### src/rtl/inv_bist.sv
// Built-in self-test sequencer for the inverter datapath: sweeps every input code and checks
// that each response is the complement. Define INV_BIST_LOOP_EN to sweep repeatedly until a mismatch.
module inv_bist #(
  parameter int WIDTH         = 4,
  parameter int SETTLE_CYCLES = 2
) (
  input  logic             clk,
  input  logic             rst,
  input  logic             start,
  output logic [WIDTH-1:0] stim_o,
  input  logic [WIDTH-1:0] resp_i,
  output logic             busy,
  output logic             done,
  output logic             pass,
  output logic             fail,
  output logic [WIDTH-1:0] fail_stim,
  output logic [WIDTH-1:0] fail_resp
);

  // state    | meaning
  // ST_IDLE  | waiting for start after reset
  // ST_WAIT  | vector driven, letting the inverter output settle
  // ST_CHECK | compare response against the complement of the vector
  // ST_DONE  | sweep finished or halted on a mismatch, status held
  typedef enum logic [1:0] {
    ST_IDLE  = 2'd0,
    ST_WAIT  = 2'd1,
    ST_CHECK = 2'd2,
    ST_DONE  = 2'd3
  } state_t;

  localparam int CW = (SETTLE_CYCLES > 1) ? $clog2(SETTLE_CYCLES) : 1;
  localparam logic [CW-1:0]    CNT_LAST  = CW'(SETTLE_CYCLES - 1);
  localparam logic [WIDTH-1:0] STIM_LAST = '1;

  state_t           state, state_nxt;
  logic [CW-1:0]    cnt, cnt_nxt;
  logic [WIDTH-1:0] stim_nxt, fail_stim_nxt, fail_resp_nxt;
  logic             pass_nxt, fail_nxt;
  logic             loop_pulse, loop_pulse_nxt;

  always_ff @(posedge clk or posedge rst) begin
    if (rst) begin
      state      <= ST_IDLE;
      stim_o     <= '0;
      cnt        <= '0;
      pass       <= 1'b0;
      fail       <= 1'b0;
      fail_stim  <= '0;
      fail_resp  <= '0;
      loop_pulse <= 1'b0;
    end else begin
      state      <= state_nxt;
      stim_o     <= stim_nxt;
      cnt        <= cnt_nxt;
      pass       <= pass_nxt;
      fail       <= fail_nxt;
      fail_stim  <= fail_stim_nxt;
      fail_resp  <= fail_resp_nxt;
      loop_pulse <= loop_pulse_nxt;
    end
  end

  always_comb begin
    state_nxt      = state;
    stim_nxt       = stim_o;
    cnt_nxt        = cnt;
    pass_nxt       = pass;
    fail_nxt       = fail;
    fail_stim_nxt  = fail_stim;
    fail_resp_nxt  = fail_resp;
    loop_pulse_nxt = 1'b0;
    case (state)
      ST_IDLE: begin
        if (start) begin
          stim_nxt  = '0;
          cnt_nxt   = '0;
          state_nxt = ST_WAIT;
        end
      end
      ST_WAIT: begin
        if (cnt == CNT_LAST) begin
          cnt_nxt   = '0;
          state_nxt = ST_CHECK;
        end else begin
          cnt_nxt = cnt + 1'b1;
        end
      end
      ST_CHECK: begin
        if (resp_i != ~stim_o) begin
          fail_stim_nxt = stim_o;
          fail_resp_nxt = resp_i;
          fail_nxt      = 1'b1;
          pass_nxt      = 1'b0;
          state_nxt     = ST_DONE;
        end else if (stim_o == STIM_LAST) begin
          pass_nxt = 1'b1;
`ifdef INV_BIST_LOOP_EN
          // Completed sweep: flag it for one cycle and start over without leaving the busy states.
          loop_pulse_nxt = 1'b1;
          stim_nxt       = '0;
          state_nxt      = ST_WAIT;
`else
          state_nxt = ST_DONE;
`endif
        end else begin
          stim_nxt  = stim_o + 1'b1;
          state_nxt = ST_WAIT;
        end
      end
      ST_DONE: begin
        if (start) begin
          pass_nxt      = 1'b0;
          fail_nxt      = 1'b0;
          fail_stim_nxt = '0;
          fail_resp_nxt = '0;
          stim_nxt      = '0;
          cnt_nxt       = '0;
          state_nxt     = ST_WAIT;
        end
      end
      default: state_nxt = ST_IDLE;
    endcase
  end

  assign busy = (state == ST_WAIT) || (state == ST_CHECK);
  assign done = (state == ST_DONE) || loop_pulse;

endmodule

### config.mk
export PLATFORM = sky130hd
export DESIGN_NAME = inv_bist
export DESIGN_NICKNAME = d
export VERILOG_FILES = /design/src/rtl/inv_bist.sv
export SDC_FILE = /design/constraint.sdc
export NUM_CORES = 1
export LEC_CHECK = 0
export ABC_CLOCK_PERIOD_IN_PS = 2100
export BUFFER_PORTS_ARGS = -buffer_cell sky130_fd_sc_hd__buf_2
export CAP_MARGIN = 0
export CORE_MARGIN = 2
export CORE_UTILIZATION = 40
export DETAILED_ROUTE_END_ITERATION = 8
export PLACE_DENSITY = 0.65
export SYNTH_ARGS = -nofsm -noshare
export SYNTH_HDL_FRONTEND = slang
export SYNTH_SLANG_ARGS = --single-unit
### constraint.sdc
create_clock -name clk -period 2.1 [get_ports clk]
set_clock_uncertainty 0.2 [all_clocks]
set_input_delay 0.21 -clock clk [delete_from_list [all_inputs] [get_ports clk]]
set_output_delay 0.21 -clock clk [all_outputs]
set_load 0.03 [all_outputs]
==> metrics.csv, run 1 <==
stage,metric,value,unit
status,status,completed,
placement,placed_cells,143,
timing,period_needed,2.08,ns
drt,drcViolationCount,0,
drt,drt-wirelength-per-cell,14.8,um
die,io_pins,23,
grt,track_usage,20.3,%
clock_tree,cts_tree,yes,
clock_tree,worstSkewPairLatency,0.30,ns
clock_tree,cts_made_buffers,3,
timing,setup_tns,0,ns
power,switching_share,47.9,%
critical_path,critPathLaunchType,flip-flop,
critical_path,crit_path_max_fanout,4,
synth,avgSynthCellArea,10.6,sq um
synth,synth_compound_area_share,23.8,%
timing,grt_setup_unrepaired,true,
grt,grt_overflow,0,
synth,synth_area_leaders,"dfrtp_1, a22o_1, ha_1, nor2_1, xnor2_1",
synth,synthAdderAreaFrac,6.94,%
power,peakVddDrop,0.00102,V
synth,synth_fp_nets,97,
power,p_int,1.12,mW
clock_tree,cts-root-buf,clkbuf_4,
power,p_seq_share,25.6,%
drt,ant_nets,0,
die,die-area,2650,sq um
drt,routed_wl,2290,um
critical_path,rrSetupSlack,0.02,ns
timing,holdWs,0.124,ns
critical_path,crit_arrival,2.07,ns
timing,slew_headroom,55.1,%
final_layout,fin_area,1240,sq um
clock_tree,clock_sinks,17,
synth,ys_warn_count,0,
grt,grt_max_degree,18,
run,maxCapViolCount,0,
synth,synth_top_family_by_area,compound AO/OA/AOI/OAI gates,
die,die_h,51.5,um
synth,synth_seq_cells,17,
synth,synth_commonest_cells,"dfrtp_1, nor2_1, a22o_1, inv_1, ha_1",
timing,finalCritPeriodShare,99.0,%
power,combPwrFrac,65.9,%
final_layout,area_delta_synth_final,38.2,%
power,power_frac_clock,8.5,%
synth,synthMuxAreaShare,1.11,%
synth,synth_cell_type_count,30,
synth,synthSimpleGateAreaFrac,13.2,%
clock_tree,clk_pin_slew,0.10,ns
timing,drv_slew,0,
grt,grt_pass1_vias,856,
final_layout,drive_gt1_share,39.4,%
power,finalPower,2.15,mW
synth,synth_ff_type,dfrtp_1,
die,die-width,51.5,um
drt,drt_iter0_drc,13,
synth,synth_xor_area_share,3.89,%
final_layout,nets,140,
placement,hpwlAfterDp,1620,um
synth,mappedNetlistArea,901,sq um
grt,antenna_found_initial,0,
power,power.switching,1.03,mW
synth,yosysTopAreaCell,dfrtp_1,
die,coreArea,2170,sq um
power,p_per_area,1730,nW/um^2
timing,final_hold_viol_count,0,
die,row_count,17,
synth,synth.most_common_cell,dfrtp_1,
final_layout,diodes,0,
timing,max_freq,481,MHz
min_path,hold_path.class,in2reg,
critical_path,endpoint_kind,flip-flop,
synth,synth_edf_count,0,
drt,vias,832,
placement,place.port_buffers,22,
drt,vias_per_cell,5.37,
power,p_leak,0.639,nW
synth,ys_async_sr_fraction,100,%
placement,gp_congestion,0.769,
synth,ys_seq_area_share,47.2,%
timing,setup_violations,0,
die,initial_core_util,41.5,%
critical_path,crit_type,reg2reg,
critical_path,worst-endpoint-required,2.09,ns
timing,tightest_slew,0.673,ns
grt,grt_pass1_wl,3880,um
drt,first_pass_iters,4,
clock_tree,ctsLongestPathBuffers,2,
synth,synth_cells,85,
clock_tree,h-tree-depth,1,
final_layout,finalNonFillerCells,155,
placement,post_dp_cell_area,1140,sq um
synth,yosysTopAreaCellShare,47.2,%
-- stage by stage --
step | setup slack (ns) | utilization [%]
2_1_floorplan | -0.0181 | -
3_3_place_gp | 0.0597 | 52.5
3_5_place_dp | 0.0165 | 52.5
4_1_cts | 0.0293 | 56.7
5_1_grt | -0.0314 | 57.4
6_report | 0.0210 | 57.4
-- power by group through the flow --
stage | Clock, mW | Combinational [mW] | Sequential [mW]
global route | 0.200 | 1.55 | 0.569
CTS | 0.186 | 1.40 | 0.551
global placement | 0 | 1.33 | 0.555
floorplan | 0 | 0.768 | 0.769
detailed placement | 0 | 1.35 | 0.567
finish | 0.183 | 1.42 | 0.550
-- critical path: stages (launching register included) --
cell	delay (ns)
dfrtp_2	0.45
xnor2_2	0.16
o41a_1	0.43
or4_4	0.46
a211o_1	0.28
-- registers in the layout, indices dropped and copies added, names as in the netlist --
| register | cells |
|---|---|
| stim_o | 4 |
| pass | 1 |
| fail | 1 |
| fail_resp | 4 |
| cnt | 1 |
| fail_stim | 4 |
| state | 2 |
-- repair_timing --
action	in CTS	in global routing
resized for setup	0	1
hold buffers	5	0
endpoints found under the hold margin	21	0
buffers inserted	2	1
setup endpoints to repair	1	3
pin swaps	0	1
gates cloned	0	0
-- logic make-up after synthesis --
logic type | count (synthesis)
AO/OA/AOI/OAI | 27
AND/OR/NAND/NOR | 22
flip-flops | 17
buffers and inverters | 9
adder cells (fa/ha/maj) | 5
XOR/XNOR | 4
multiplexers | 1
-- layer usage --
| metal | vias to the layer above | share of wire [%] | global-route usage (%) |
|---|---|---|---|
| met2 | 19 | 51 | 34.8 |
| met3 | 4 | 3.3 | 2.63 |
| met5 | - | 0 | 0 |
| met4 | 0 | 1.2 | 9.21 |
| li1 | 402 | - | - |
| met1 | 407 | 45 | 25.0 |
-- path summary, 6_finish.rpt --
| check | startpoint | endpoint | depth (start not counted) |
|---|---|---|---|
| min | start | state[0]$_DFFE_PP0P_ | 3 |
| max reg2reg | stim_o[0]$_DFFE_PP0P_ | stim_o[2]$_DFFE_PP0P_ | 4 |
| max | stim_o[0]$_DFFE_PP0P_ | stim_o[2]$_DFFE_PP0P_ | 4 |
| min reg2reg | fail_stim[1]$_DFFE_PP0P_ | fail_stim[1]$_DFFE_PP0P_ | 1 |
| min in group asynchronous | rst | fail_resp[3]$_DFFE_PP0P_ | 3 |
| max in group asynchronous | rst | stim_o[0]$_DFFE_PP0P_ | 3 |
-- layout by cell type (no fill, tap or decap), types with 3 or more instances in the layout --
cell type / count
buf_2: 22
buf_4: 14
dfrtp_1: 13
nor2_1: 9
a22o_1: 8
inv_1: 5
ha_1: 5
dlygate4sd3_1: 5
o21ai_0: 4
dfrtp_2: 4
clkbuf_4: 3
-- area by class of cell --
| cell class | count | area, sq um |
|---|---|---|
| clock buffers | 4 | 26.3 |
| fillers | 189 | 925 |
| inverters | 6 | 30.0 |
| multi-input cells | 59 | 458 |
| flip-flops and latches | 17 | 430 |
| well taps | 28 | 35.0 |
| repair buffers | 41 | 265 |
(Power assumes the default switching activity.)
==> inputs of run 2 (changes only) <==
Settings changed: RECOVER_POWER set to 100.
==> run 2 against run 1 <==
Maximum frequency about the same; sequential power about the same; total power decreased by 0.95%; non-clock buffer count unchanged; hold slack about the same; final cell count unchanged; routed wire length about the same; count of clock-buffer cells in the layout unchanged; clock power about the same; register-to-register slack about the same; design area decreased by 1.1%; die area unchanged; largest cell class unchanged; highest routed layer unchanged.
==> metrics.csv, run 2 (synthesis results as in run 1) <==
stage,metric,value,unit,change
timing,period_needed,2.08,ns,about the same
status,status,completed,,unchanged
critical_path,critPathLaunchType,flip-flop,,unchanged
placement,gp_congestion,0.769,,unchanged
critical_path,crit_arrival,2.07,ns,about the same
min_path,whs_endpoint,state[0]$_DFFE_PP0P_,,unchanged
final_layout,reg_top3,"fail_resp: 4 flops, fail_stim: 4 flops, stim_o: 4 flops",,unchanged
drt,drt_iter0_drc,17,,was 13
final_layout,fillCellCount,192,,was 189
timing,tightest_slew,0.667,ns,was 0.673 ns
die,io_pins,23,,unchanged
clock_tree,cts_made_buffers,3,,unchanged
min_path,hold_path_depth,3,,unchanged
die,coreArea,2170,sq um,unchanged
final_layout,finalNonFillerCells,155,,unchanged
clock_tree,worstSkewPairLatency,0.30,ns,about the same
critical_path,r2r_start,stim_o[0]$_DFFE_PP0P_,,unchanged
placement,hpwlAfterDp,1620,um,unchanged
drt,vias_per_cell,5.38,,was 5.37
timing,grt_setup_unrepaired,true,,unchanged
timing,max_freq,481,MHz,about the same
timing,setup_violations,0,,unchanged
drt,drt-wirelength-per-cell,14.8,um,about the same
drt,ant_nets,0,,unchanged
critical_path,crit_path_max_fanout,4,,unchanged
grt,grt_pass1_wl,3880,um,unchanged
power,peakVddDrop,0.00101,V,was 0.00102 V
timing,finalCritPeriodShare,99.0,%,about the same
clock_tree,h-tree-depth,1,,unchanged
grt,antenna_found_initial,0,,unchanged
drt,routed_wl,2290,um,about the same
die,row_count,17,,unchanged
timing,slew_headroom,55.5,%,was 55.1%
placement,placed_cells,143,,unchanged
critical_path,r2r-end,stim_o[2]$_DFFE_PP0P_,,unchanged
critical_path,worst-endpoint-required,2.09,ns,about the same
run,maxCapViolCount,0,,unchanged
final_layout,area_delta_synth_final,36.7,%,was 38.2%
grt,track_usage,20.3,%,unchanged
final_layout,fin_area,1230,sq um,was 1240 sq um
critical_path,rrSetupSlack,0.02,ns,about the same
grt,grt_overflow,0,,unchanged
placement,place.port_buffers,22,,unchanged
final_layout,final_util,56.7,%,was 57.4%
drt,first_pass_iters,4,,unchanged
timing,drv_slew,0,,unchanged
die,die-width,51.5,um,unchanged
critical_path,r2r.worst_path.cells,4,,unchanged
grt,grt_pass1_vias,856,,unchanged
final_layout,drive_gt1_share,30.7,%,was 39.4%
power,p_per_area,1730,nW/um^2,about the same
critical_path,endpoint_kind,flip-flop,,unchanged
final_layout,diodes,0,,unchanged
final_layout,nets,140,,unchanged
die,die_h,51.5,um,unchanged
min_path,hold_path.class,in2reg,,unchanged
placement,post_dp_cell_area,1140,sq um,unchanged
die,initial_core_util,41.5,%,unchanged
critical_path,crit_type,reg2reg,,unchanged
clock_tree,cts_tree,yes,,unchanged
clock_tree,clock_sinks,17,,unchanged
timing,final_hold_viol_count,0,,unchanged
clock_tree,ctsLongestPathBuffers,2,,unchanged
drt,vias,834,,was 832
final_layout,final_cell_mix,"buf_4, dfrtp_1, clkbuf_1",,"was buf_2, buf_4, dfrtp_1"
drt,drcViolationCount,0,,unchanged
clock_tree,clk_pin_slew,0.10,ns,about the same
die,die-area,2650,sq um,unchanged
grt,grt_max_degree,18,,unchanged
power,p_leak,0.596,nW,was 0.639 nW
min_path,min_from,start,,unchanged
clock_tree,cts-root-buf,clkbuf_4,,unchanged
final_layout,final_common_cell,buf_4,,was buf_2
[run 2: cell types whose count changed in the layout (fill, tap and decap cells not counted)]
cell,previous run,this run
buf_2,22,11
clkbuf_1,1,12
[run 2: metrics by stage]
stage / power (mW) / hold slack (ns) / setup slack, ns / TNS, ns
finish: 2.13 / 0.125 / 0.0215 / 0
global route: 2.30 / 0.143 / -0.0314 / -0.0314
CTS: 2.14 / 0.120 / 0.0293 / 0
detailed placement: 1.92 / 0.144 / 0.0165 / 0
global placement: 1.89 / 0.136 / 0.0597 / 0
floorplan: 1.54 / -0.0642 / -0.0181 / -0.0181
[run 2: how the worst max path moves through the flow]
stage                          startpoint                     to  slack, ns  depth (start not counted)
finish              stim_o[0]$_DFFE_PP0P_  stim_o[2]$_DFFE_PP0P_       0.02                          4
global route        stim_o[0]$_DFFE_PP0P_  stim_o[2]$_DFFE_PP0P_      -0.03                          4
CTS                 stim_o[3]$_DFFE_PP0P_  stim_o[2]$_DFFE_PP0P_       0.03                          4
detailed placement  stim_o[0]$_DFFE_PP0P_  stim_o[2]$_DFFE_PP0P_       0.02                          4
global placement    stim_o[0]$_DFFE_PP0P_  stim_o[2]$_DFFE_PP0P_       0.06                          4
floorplan           stim_o[3]$_DFFE_PP0P_  stim_o[2]$_DFFE_PP0P_      -0.02                          4
[run 2: layer usage]
layer	global-route usage, %	up-vias	wire length [um]
li1	-	403	-
met1	25.0	408	1010
met2	34.8	19	1170
met3	2.63	4	80
met4	9.21	0	27
met5	0	-	0
[run 2: power by group]
part	internal [mW]	switching [mW]	total [mW]
logic	0.558	0.835	1.39
clock network	0.0740	0.109	0.183
registers	0.464	0.0883	0.552
total	1.10	1.03	2.13
[run 2: final cells by class]
cell class	count	area, sq um	share of cell area, %
clock buffers	4	26.3	2.13
inverters	6	30.0	2.44
multi-input cells	59	458	37.2
flip-flops and latches	17	430	35.0
well taps	28	35.0	2.85
repair buffers	41	251	20.4
[run 2: worst max-delay path, cell delays in order, from the launching register on]
cell and delay, ns:
dfrtp_2 0.45, xnor2_2 0.16, o41a_1 0.43, or4_4 0.46, a211o_1 0.28
[run 2: repair_timing]
item	4_1_cts	5_1_grt
cloned	0	0
setup endpoints to repair	1	3
hold endpoints to repair	21	0
hold buffers	5	0
resized for setup	0	1
setup buffers	2	1
pin swaps	0	1
==> inputs of run 3 (changes only) <==
Settings changed: CTS_CLUSTER_SIZE set to 28, GPL_TIMING_DRIVEN set to 0.
==> run 3 against run 2 <==
Sequential cell count unchanged; critical endpoint unchanged; the flow now finishes with violations (negative setup slack); first-iteration DRC count down 29%; total power up 5.2%; final cell count down 1.3%.
==> metrics.csv, run 3 (synthesis results as in run 1) <==
stage,metric,value,unit,change
die,io_pins,23,,unchanged
final_layout,drive_gt1_share,33.6,%,was 30.7%
final_layout,reg_top3,"fail_resp: 4 flops, fail_stim: 4 flops, stim_o: 4 flops",,unchanged
grt,grt_pass1_vias,770,,was 856
drt,first_pass_iters,4,,unchanged
die,die-area,2650,sq um,unchanged
critical_path,crit_arrival,2.10,ns,was 2.07 ns
final_layout,final_cell_mix,"dfrtp_1, buf_4, buf_2, clkbuf_1, nor2_1",,"was buf_4, dfrtp_1, clkbuf_1"
timing,max_freq,474,MHz,was 481 MHz
critical_path,worst-endpoint-required,2.09,ns,about the same
power,peakVddDrop,0.000902,V,was 0.00101 V
critical_path,crit_path_max_fanout,4,,unchanged
drt,dr_wl_met2,1100,um,was 1170 um
drt,route.layer.met1.wl,1010,um,unchanged
placement,post_dp_cell_area,1090,sq um,was 1140 sq um
final_layout,area_delta_synth_final,41.7,%,was 36.7%
timing,tightest_slew,0.684,ns,was 0.667 ns
grt,track_usage,17.1,%,was 20.3%
min_path,hold_path.class,in2reg,,unchanged
clock_tree,clk_pin_slew,0.11,ns,was 0.10 ns
timing,grt_setup_unrepaired,true,,unchanged
die,coreArea,2170,sq um,unchanged
power,p_per_area,1750,nW/um^2,was 1730 nW/um^2
final_layout,fin_area,1280,sq um,was 1230 sq um
drt,drt-wirelength-per-cell,14.6,um,was 14.8 um
critical_path,crit_type,reg2reg,,unchanged
clock_tree,clock_sinks,17,,unchanged
final_layout,nets,138,,was 140
timing,setup_violations,1,,was 0
timing,period_needed,2.11,ns,was 2.08 ns
timing,drv_slew,0,,unchanged
status,violations,negative setup slack,,
die,row_count,17,,unchanged
drt,vias,826,,was 834
critical_path,r2r_start,stim_o[0]$_DFFE_PP0P_,,unchanged
timing,timing.final.ws_setup,-0.00876,ns,was 0.0215 ns
drt,vias_per_cell,5.40,,was 5.38
placement,gp_congestion,0.695,,was 0.769
timing,finalCritPeriodShare,100,%,was 99.0%
drt,routed.top_layer,met4,,unchanged
status,status,"complete, but fails checks",,was completed
placement,placed_cells,135,,was 143
final_layout,finalNonFillerCells,153,,was 155
clock_tree,cts-root-buf,clkbuf_4,,unchanged
run,maxCapViolCount,0,,unchanged
power,p_leak,0.601,nW,was 0.596 nW
drt,ant_nets,0,,unchanged
grt,grt_max_degree,18,,unchanged
clock_tree,worstSkewPairLatency,0.30,ns,about the same
drt,drcViolationCount,0,,unchanged
drt,wl_met3,84,um,was 80 um
clock_tree,cts_tree,yes,,unchanged
final_layout,diodes,0,,unchanged
clock_tree,ctsLongestPathBuffers,2,,unchanged
critical_path,endpoint_kind,flip-flop,,unchanged
drt,drt_iter0_drc,12,,was 17
grt,grt_pass1_wl,3350,um,was 3880 um
placement,pre_cts_ws,-0.114,ns,was 0.0165 ns
drt,routed_wl,2240,um,was 2290 um
die,initial_core_util,41.5,%,unchanged
min_path,min_from,start,,unchanged
die,die-width,51.5,um,unchanged
die,die_h,51.5,um,unchanged
placement,place.port_buffers,22,,unchanged
final_layout,final_util,58.8,%,was 56.7%
timing,slew_headroom,54.4,%,was 55.5%
timing,setup_tns,-0.00876,ns,was 0 ns
grt,antenna_found_initial,0,,unchanged
grt,grt_overflow,0,,unchanged
final_layout,final_common_cell,dfrtp_1,,was buf_4
placement,hpwlAfterDp,1450,um,was 1620 um
clock_tree,cts_made_buffers,3,,unchanged
timing,final_hold_viol_count,0,,unchanged
critical_path,critPathLaunchType,flip-flop,,unchanged
critical_path,crit_start,stim_o[0]$_DFFE_PP0P_,,unchanged
clock_tree,h-tree-depth,1,,unchanged
[run 3: worst max-delay path, cell delays in order (launching register included)]
cell,delay (ns)
dfrtp_2,0.48
xnor2_4,0.16
o41a_1,0.43
or4_4,0.45
a211o_1,0.28
[run 3: repair_timing]
| action | CTS | global route |
|---|---|---|
| setup endpoints to repair | 12 | 12 |
| gates resized for setup | 2 | 10 |
| hold buffers | 5 | 0 |
| hold endpoints to repair | 21 | 0 |
| pin swaps | 0 | 4 |
| setup buffers | 4 | 6 |
[run 3: routing by layer]
metal / track usage [%] / vias to the layer above
li1: - / 402
met1: 20.6 / 403
met2: 29.7 / 16
met3: 2.63 / 5
met4: 7.89 / 0
met5: 0 / -
[run 3: report_power, final]
group	leakage [nW]	internal (mW)	total, mW	switching (mW)
clock network	0.0177	0.0711	0.184	0.113
registers	0.215	0.464	0.583	0.118
logic	0.369	0.621	1.47	0.850
total	0.601	1.16	2.24	1.08
[run 3: final timing paths]
path	end	slack, ns	depth (start not counted)
worst max-delay path	stim_o[2]$_DFFE_PP0P_	-0.009	4
worst min-delay path	state[0]$_DFFE_PP0P_	0.07	3
worst max register to register	stim_o[2]$_DFFE_PP0P_	-0.009	4
worst min register to register	fail_stim[0]$_DFFE_PP0P_	0.32	1
max in group asynchronous	stim_o[3]$_DFFE_PP0P_	0.89	3
min in group asynchronous	fail_resp[3]$_DFFE_PP0P_	0.34	3
[run 3: layout make-up]
| class | instances | area [sq um] |
|---|---|---|
| Buffer | 2 | 22.5 |
| Clock buffer | 3 | 22.5 |
| Clock inverter | 1 | 5.00 |
| Fill cell | 204 | 893 |
| Inverter | 6 | 30.0 |
| Multi-Input combinational cell | 59 | 509 |
| Sequential cell | 17 | 430 |
| Tap cell | 28 | 35.0 |
| Timing Repair Buffer | 37 | 221 |
[run 3: metrics by stage]
| step | total power [mW] | hold WS, ns |
|---|---|---|
| 2_1_floorplan | 1.54 | -0.0642 |
| 3_3_place_gp | 1.80 | 0.130 |
| 3_5_place_dp | 1.83 | 0.142 |
| 4_1_cts | 2.08 | 0.111 |
| 5_1_grt | 2.38 | 0.0990 |
| 6_report | 2.24 | 0.0739 |
